==> src/rtl/commit_trace_arbiter.sv <==
// Commit-to-trace serializer: folds up to CHANNELS in-order retirements per cycle
// into a circular buffer, drains one per cycle, and measures a marker-delimited segment.
module commit_trace_arbiter #(
  parameter int CHANNELS = 2,
  parameter int DEPTH    = 8
) (
  input  logic                     clk,
  input  logic                     rst,
  input  logic [CHANNELS-1:0]      commit_valid,
  input  logic [CHANNELS*64-1:0]   commit_order,
  input  logic [CHANNELS*32-1:0]   commit_inst,
  input  logic [CHANNELS*32-1:0]   commit_pc,
  output logic                     commit_ready,
  output logic                     trace_valid,
  output logic [63:0]              trace_order,
  output logic [31:0]              trace_inst,
  output logic [31:0]              trace_pc,
  input  logic                     trace_ready,
  output logic                     halt,
  output logic                     seg_active,
  output logic                     seg_done,
  output logic [63:0]              seg_cycles,
  output logic [63:0]              seg_insts,
  output logic                     overflow_err
);

  localparam int PW = $clog2(DEPTH);
  localparam int CW = $clog2(DEPTH + 1);
  localparam int NW = $clog2(CHANNELS + 1);

  typedef enum logic [1:0] {
    SEG_IDLE = 2'd0,
    SEG_RUN  = 2'd1,
    SEG_DONE = 2'd2
  } seg_state_t;

  function automatic logic f_is_halt(input logic [31:0] inst);
    return (inst == 32'h0000_0063) || (inst == 32'h0000_006f) || (inst == 32'hF000_2013);
  endfunction

  function automatic logic f_is_start(input logic [31:0] inst);
    return inst == 32'h0010_2013;
  endfunction

  function automatic logic f_is_stop(input logic [31:0] inst);
    return inst == 32'h0020_2013;
  endfunction

  logic [63:0]   r_order   [DEPTH];
  logic [31:0]   r_inst    [DEPTH];
  logic [31:0]   r_pc      [DEPTH];
  logic          r_is_halt [DEPTH];
  logic [PW-1:0] r_wr_ptr;
  logic [PW-1:0] r_rd_ptr;
  logic [CW-1:0] r_count;
  logic          r_halt_seen;
  logic          r_halt;
  logic          r_overflow;
  seg_state_t    r_seg_state;
  logic [63:0]   r_seg_cycles;
  logic [63:0]   r_seg_insts;

  logic [CW-1:0] w_free;
  logic [NW-1:0] w_n_raw;
  logic          w_halt_hit;
  logic [NW-1:0] w_n;
  logic          w_drain;
  logic [CW-1:0] w_count_nxt;
  seg_state_t    w_seg_state_nxt;
  logic [63:0]   w_seg_cycles_nxt;
  logic [63:0]   w_seg_insts_nxt;

  assign w_free       = CW'(DEPTH) - r_count;
  assign commit_ready = rst && !r_halt_seen && (w_free >= CW'(CHANNELS));
  assign trace_valid  = (r_count != '0);
  assign w_drain      = trace_valid && trace_ready;
  assign w_n          = commit_ready ? w_n_raw : '0;
  assign w_count_nxt  = r_count + CW'(w_n) - CW'(w_drain);

  assign trace_order  = r_order[r_rd_ptr];
  assign trace_inst   = r_inst[r_rd_ptr];
  assign trace_pc     = r_pc[r_rd_ptr];
  assign halt         = r_halt;
  assign overflow_err = r_overflow;
  assign seg_cycles   = r_seg_cycles;
  assign seg_insts    = r_seg_insts;

  // Length of the contiguous valid prefix, cut short just after the first halt lane.
  always_comb begin
    logic v_stop;
    v_stop     = 1'b0;
    w_n_raw    = '0;
    w_halt_hit = 1'b0;
    for (int i = 0; i < CHANNELS; i++) begin
      if (v_stop || !commit_valid[i]) begin
        v_stop = 1'b1;
      end else begin
        w_n_raw = NW'(i + 1);
        if (f_is_halt(commit_inst[i*32 +: 32])) begin
          w_halt_hit = 1'b1;
          v_stop     = 1'b1;
        end else begin
          w_halt_hit = w_halt_hit;
        end
      end
    end
  end

  // Buffer storage; only lanes inside the accepted prefix are written.
  always_ff @(posedge clk) begin
    for (int i = 0; i < CHANNELS; i++) begin
      if (NW'(i) < w_n) begin
        r_order[r_wr_ptr + PW'(i)]   <= commit_order[i*64 +: 64];
        r_inst[r_wr_ptr + PW'(i)]    <= commit_inst[i*32 +: 32];
        r_pc[r_wr_ptr + PW'(i)]      <= commit_pc[i*32 +: 32];
        r_is_halt[r_wr_ptr + PW'(i)] <= f_is_halt(commit_inst[i*32 +: 32]);
      end
    end
  end

  // Pointers, occupancy and sticky status flags.
  always_ff @(posedge clk) begin
    if (!rst) begin
      r_wr_ptr    <= '0;
      r_rd_ptr    <= '0;
      r_count     <= '0;
      r_halt_seen <= 1'b0;
      r_halt      <= 1'b0;
      r_overflow  <= 1'b0;
    end else begin
      r_wr_ptr <= r_wr_ptr + PW'(w_n);
      r_rd_ptr <= r_rd_ptr + PW'(w_drain);
      r_count  <= w_count_nxt;
      if (commit_ready && w_halt_hit) begin
        r_halt_seen <= 1'b1;
      end
      if (w_drain && r_is_halt[r_rd_ptr]) begin
        r_halt <= 1'b1;
      end
      if ((commit_valid != '0) && !commit_ready) begin
        r_overflow <= 1'b1;
      end
    end
  end

  // Segment state and counters register.
  always_ff @(posedge clk) begin
    if (!rst) begin
      r_seg_state  <= SEG_IDLE;
      r_seg_cycles <= 64'd0;
      r_seg_insts  <= 64'd0;
    end else begin
      r_seg_state  <= w_seg_state_nxt;
      r_seg_cycles <= w_seg_cycles_nxt;
      r_seg_insts  <= w_seg_insts_nxt;
    end
  end

  // Segment next state: walk accepted lanes in order so start/stop pairs in one cycle resolve.
  always_comb begin
    w_seg_state_nxt  = r_seg_state;
    w_seg_cycles_nxt = r_seg_cycles;
    w_seg_insts_nxt  = r_seg_insts;
    case (r_seg_state)
      SEG_RUN:  w_seg_cycles_nxt = r_seg_cycles + 64'd1;
      SEG_IDLE: w_seg_cycles_nxt = r_seg_cycles;
      SEG_DONE: w_seg_cycles_nxt = r_seg_cycles;
      default:  w_seg_state_nxt  = SEG_IDLE;
    endcase
    for (int i = 0; i < CHANNELS; i++) begin
      if (NW'(i) < w_n) begin
        if (f_is_start(commit_inst[i*32 +: 32])) begin
          w_seg_state_nxt  = SEG_RUN;
          w_seg_cycles_nxt = 64'd0;
          w_seg_insts_nxt  = 64'd0;
        end else if (w_seg_state_nxt == SEG_RUN) begin
          w_seg_insts_nxt = w_seg_insts_nxt + 64'd1;
          if (f_is_stop(commit_inst[i*32 +: 32])) begin
            w_seg_state_nxt = SEG_DONE;
          end else begin
            w_seg_state_nxt = SEG_RUN;
          end
        end else begin
          w_seg_insts_nxt = w_seg_insts_nxt;
        end
      end else begin
        w_seg_insts_nxt = w_seg_insts_nxt;
      end
    end
  end

  // Segment status decode.
  always_comb begin
    seg_active = 1'b0;
    seg_done   = 1'b0;
    case (r_seg_state)
      SEG_RUN:  seg_active = 1'b1;
      SEG_DONE: seg_done   = 1'b1;
      default: begin
        seg_active = 1'b0;
        seg_done   = 1'b0;
      end
    endcase
  end

endmodule

==> config.mk <==
export PLATFORM = sky130hd
export DESIGN_NAME = commit_trace_arbiter
export DESIGN_NICKNAME = d
export VERILOG_FILES = /design/src/rtl/commit_trace_arbiter.sv
export SDC_FILE = /design/constraint.sdc
export NUM_CORES = 2
export LEC_CHECK = 0
export CAP_MARGIN = 20
export CORE_MARGIN = 1.5
export CORE_UTILIZATION = 55
export DETAILED_ROUTE_END_ITERATION = 8
export HOLD_SLACK_MARGIN = 0.12
export PLACE_DENSITY = 0.82
export SYNTH_ARGS = -nofsm -noshare
export SYNTH_HDL_FRONTEND = slang
export SYNTH_SLANG_ARGS = --single-unit
export TNS_END_PERCENT = 20
==> constraint.sdc <==
create_clock -name clk -period 22.4 [get_ports clk]
set_input_delay 4.48 -clock clk [delete_from_list [all_inputs] [get_ports clk]]
set_output_delay 4.48 -clock clk [all_outputs]
set_load 0.01 [all_outputs]
Word-level counts from Yosys, hierarchy flattened:

Memory sizes are Yosys's and may differ from the RTL's. A register that Yosys moved wholly into a read port is not among the register bits.
Index checks and enable logic that the tools add are counted.

* input bits: 261
* output and inout port bits: 262
* memories: 4
* register bits: 143
* logic and storage cells: 95
* RAM bits: 1032

* reduce and logical (&&, ||, !) cells: 18
* equal/unequal tests: 14
* muxes and demuxes: 38
* order comparisons: 3
* add/sub/neg operators: 9

Memory list
* r_order: depth 8, bits a word 64, rd ports 1, clocked after memory_dff 1, wr ports 2, RTL line 49 `logic [63:0] r_order [DEPTH];`
* r_inst: depth 8, bits a word 32, rd ports 1, clocked after memory_dff 1, wr ports 2, RTL line 50 `logic [31:0] r_inst [DEPTH];`
* r_pc: depth 8, bits a word 32, rd ports 1, clocked after memory_dff 1, wr ports 2, RTL line 51 `logic [31:0] r_pc [DEPTH];`
* r_is_halt: depth 8, bits a word 1, rd ports 1, clocked after memory_dff 1, wr ports 2, RTL line 52 `logic r_is_halt [DEPTH];`

Operators by type and width (number)
* $mux 64: 11
* $add 64x1->64 const B: 3
* $eq 32x7->1 const B: 4
* $eq 32x21->1 const B: 2
* $eq 32x22->1 const B: 2
* $eq 32x32->1 const B: 2
* $mux 2: 11
* $mux 1: 12
* $mux 3: 4
* $eq 2x1->1 const B: 3
* $logic_and 1x1->1: 6
* $logic_or 1x1->1: 5
* $add 4x2->4: 1
* $ge 4x2->1 const B: 1
* $lt 1x2->1 const A: 2
* $reduce_bool 4->1: 1
* $sub 4x1->4: 1
* $sub 4x4->4 const A: 1
* $add 3x1->3: 1
* $add 3x1->3 const B: 1
* $add 3x2->3: 1
* $logic_not 1->1: 3
* $reduce_or 3->1: 1
* $eq 2x2->1 const B: 1
* 2 further kinds: 2

Longest topological paths before layout:

* word-level depth: 14
* mapped depth: 20
* depth with buffers taken out: 15

Worst setup path after synthesis:

Ideal clock, no wire load.

* kind: input-to-reg
* from: in rst
* to: mem r_inst[0][0] (enable)
* setup slack: 2.318 ns
* cell stages on the path: 11
* data arrival time: 19.116 ns
* cell sequence: clkbuf_1 -> and3b_1 -> clkbuf_1 -> nand2_2 -> buf_6 -> buf_6 -> buf_6 -> clkbuf_1 -> clkbuf_1 -> clkbuf_1 -> o41ai_1

RTL lines
* start, declared: RTL line 8 `input logic rst,`
* end, declared: RTL line 50

Worst setup path after layout:

* from: in rst
* to: out commit_ready

* cells in the longest elaborated chain, start to end: 2

RTL lines
* $logic_and 1x1->1 (2 in a row): RTL line 74 `assign commit_ready = rst && !r_halt_seen && (w_free >= CW'(CHANNELS));`
* end, declared: RTL line 13 `output logic commit_ready,`

No other way between the ends.

==> metrics.yaml <==
status: "finished clean"
detail-route-antenna-nets: 0
final_cells: 7191
synthArstFlopShare_pct: 0
cts_buffers: 121
vias: 45853
root_buffer: "clkbuf_16"
synthFlopType: "edfxtp_1"
fin_nets: 5847
dr.pass1.iters: 8
placed_cell_area_sq_um: 68200
port_buffers: 522
fin_setup_tns_ns: 0
yosys-top-cells-area: "edfxtp_1 (50%), mux2_2 (12%), nand2_1 (10%)"
ys_seq_area_share_pct: 54.7
start_kind: "input pin"
drcViolationCount: 0
synth.distinct_cells: 91
nFillCells: 8079
grt_pass1_vias: 45339
wl_per_cell_um: 26.3
critical_path_arrival_ns: 6.66
cts.path.max_buffers: 3
path_cells: "clkdlybuf4s50_1 -> clkinv_1 -> nor3_1 -> clkdlybuf4s50_1"
fin_crit_sh_pct: 49.7
drt_iter0_markers: 5631
rows: 122
dieWidth_um: 338
grt.total_usage_pct: 32.2
ir_drop_uv: 95.3
crit_slowest_cell: "clkdlybuf4s50_1"
io_pins: 523
clock.fmax_ghz: 0.0897
final_area_sq_um: 72100
postCtsSetupBuffers: 0
initial_core_util_pct: 55.6
worstMarginPinSlew_ns: 1.25
synth_edf_count: 1032
crit_top_cell: "clkdlybuf4s50_1"
tritoncts: "yes"
die-area_sq_um: 114000
antenna_found_initial: 48
max_stage_delay_ns: 0.69
rsz0062_at_grt: "no"
worstPathMaxFanout: 10
setup_violations: 0
grt_pass1_wl_um: 280000
dp_hpwl_um: 107000
path_clk_slew_ns: 0.06
synth_largest_area_cell: "edfxtp_1"
period_needed_ns: 11.14
drv_cap: 0
ys_ff_latch: 1175
hold_viol_final: 0
vias_per_cell: 6.38
area_growth_pct: 16.6
p_leak_nw: 25.0
fp.coreArea_sq_um: 111000
p_total_mw: 6.07
multi_input_area_sq_um: 26500
syn_area_sq_um: 61800
regArea_sq_um: 33900
grt_max_degree: 130
syn_avg_cell_area_sq_um: 11.8
synth_fp_nets: 5507
power_frac_clock_pct: 32.6
synth_top_area_share_pct: 50.1
p_per_area_nw_per_um2: 84.2
routed_wl_um: 189000
finalMaxSlewViolations: 0
dp_cells: 6934
internal-power_mw: 4.37
gp_congestion: 0.924
holdWs_ns: 0.460
hp-class: "reg -> reg"
pwr-share-comb_pct: 24.9
synthCells: 5229
hold_buffers: 0
overflow: 0
drive_gt1_share_pct: 21.4
clock-sinks: 1175
critPathCaptureType: "output pin"
skew_ns: 0.0312
htreeDepth: 3
p_sw_mw: 1.70
dieHeight_um: 338
switching_share_pct: 28.0
ys_warn_count: 0
post_cts_resized: 0
critPathKind: "in -> out"
slew_headroom_pct: 16.2
seq_power_share_pct: 42.4
cp.required_ns: 17.92
clock_latency_ns: 0.74
==> kinds of logic after synthesis <==
logic type	after synthesis	synth area share (%)
AOI/OAI and AO/OA	254	2.75
muxes	919	21.4
xor gates and xnor gates	107	1.52
DFF	1175	54.7
buffers and inverters	418	2.78
adders and majority gates	17	0.368
and+or+nand+nor	2339	16.4
==> cell usage in the layout (no fill, tap or decap), types with 34 or more instances in the layout <==
cell and n:
a21oi_1 40, clkinv_1 37, xnor2_1 48, clkbuf_16 122, nor2_1 191, dfxtp_1 140, nor3_1 55, mux4_2 258
diode_2 34, buf_4 77, mux2_2 642, edfxtp_1 1032, xor2_1 59, nand4_1 77, clkdlybuf4s50_1 522, nand3_1 63
nand2_1 1677, o21ai_0 73, nor4_1 34, and2_1 39
==> worst paths after layout <==
check                  endpoint  slack [ns]  cells past startpoint         start
setup reg to reg  seg_insts[63]       16.80                     13    r_count[0]
hold / removal     overflow_err        0.46                      2  overflow_err
setup / recovery   commit_ready       11.26                      4           rst
hold reg to reg    overflow_err        0.46                      2  overflow_err
==> synthesized netlist by cell type (11+ instances only) <==
library cell	number
a21o_1	12
a21oi_1	40
and2_1	39
and3_1	24
and4_1	32
buf_1	52
buf_2	23
buf_4	24
clkbuf_1	281
dfxtp_1	143
edfxtp_1	1032
ha_1	15
inv_1	32
mux2_2	642
mux2i_1	19
mux4_2	258
nand2_1	1679
nand2b_1	13
nand3_1	65
nand4_1	77
nor2_1	196
nor3_1	57
nor4_1	35
o21ai_0	76
o31ai_1	21
or2_2	11
or3_1	17
or4_1	18
xnor2_1	48
xor2_1	59
==> state kept, by name (all words and copies together) (netlist names), 2 cells and up <==
signal       cells
r_rd_ptr         3
seg_cycles      64
r_count          4
r_wr_ptr         3
r_is_halt        8
r_pc           256
r_inst         256
r_order        512
r_seg_state      2
seg_insts       64
==> routing by layer <==
| layer | up-vias | global-route usage [%] | share of wire (%) |
|---|---|---|---|
| met3 | 571 | 8.27 | 12 |
| met5 | - | 0 | 0.11 |
| li1 | 19741 | - | - |
| met1 | 22441 | 41.2 | 36 |
| met2 | 3068 | 51.9 | 48 |
| met4 | 32 | 14.1 | 4.4 |
==> final cells by class <==
cell class | count | share of cell area [%]
Antenna cell | 34 | 0.118
Clock buffer | 154 | 4.46
Clock inverter | 69 | 0.852
Inverter | 33 | 0.172
Multi-Input combinational cell | 3636 | 36.7
Sequential cell | 1175 | 47.0
Tap cell | 1488 | 2.58
Timing Repair Buffer | 602 | 8.13
==> metrics by stage <==
step / util (%) / worst slack (ns)
2_1_floorplan: - / 2.32
3_3_place_gp: 61.4 / 11.37
3_5_place_dp: 61.4 / 11.36
4_1_cts: 64.8 / 11.32
5_1_grt: 64.9 / 11.19
6_report: 64.9 / 11.26
==> power by group through the flow <==
stage	clock network, mW	registers (mW)	logic, mW
floorplan	0	2.64	0.924
global placement	0	2.62	1.48
detailed placement	0	2.62	1.50
CTS	1.99	2.58	1.51
global route	2.07	2.58	1.60
finish	1.98	2.58	1.51
==> worst max-delay path, delay by kind of cell <==
family        cells  cell delay [ns]
buf+inv           3             1.71
simple gates      1             0.47
No activity file was read; power rests on OpenSTA's default activity.
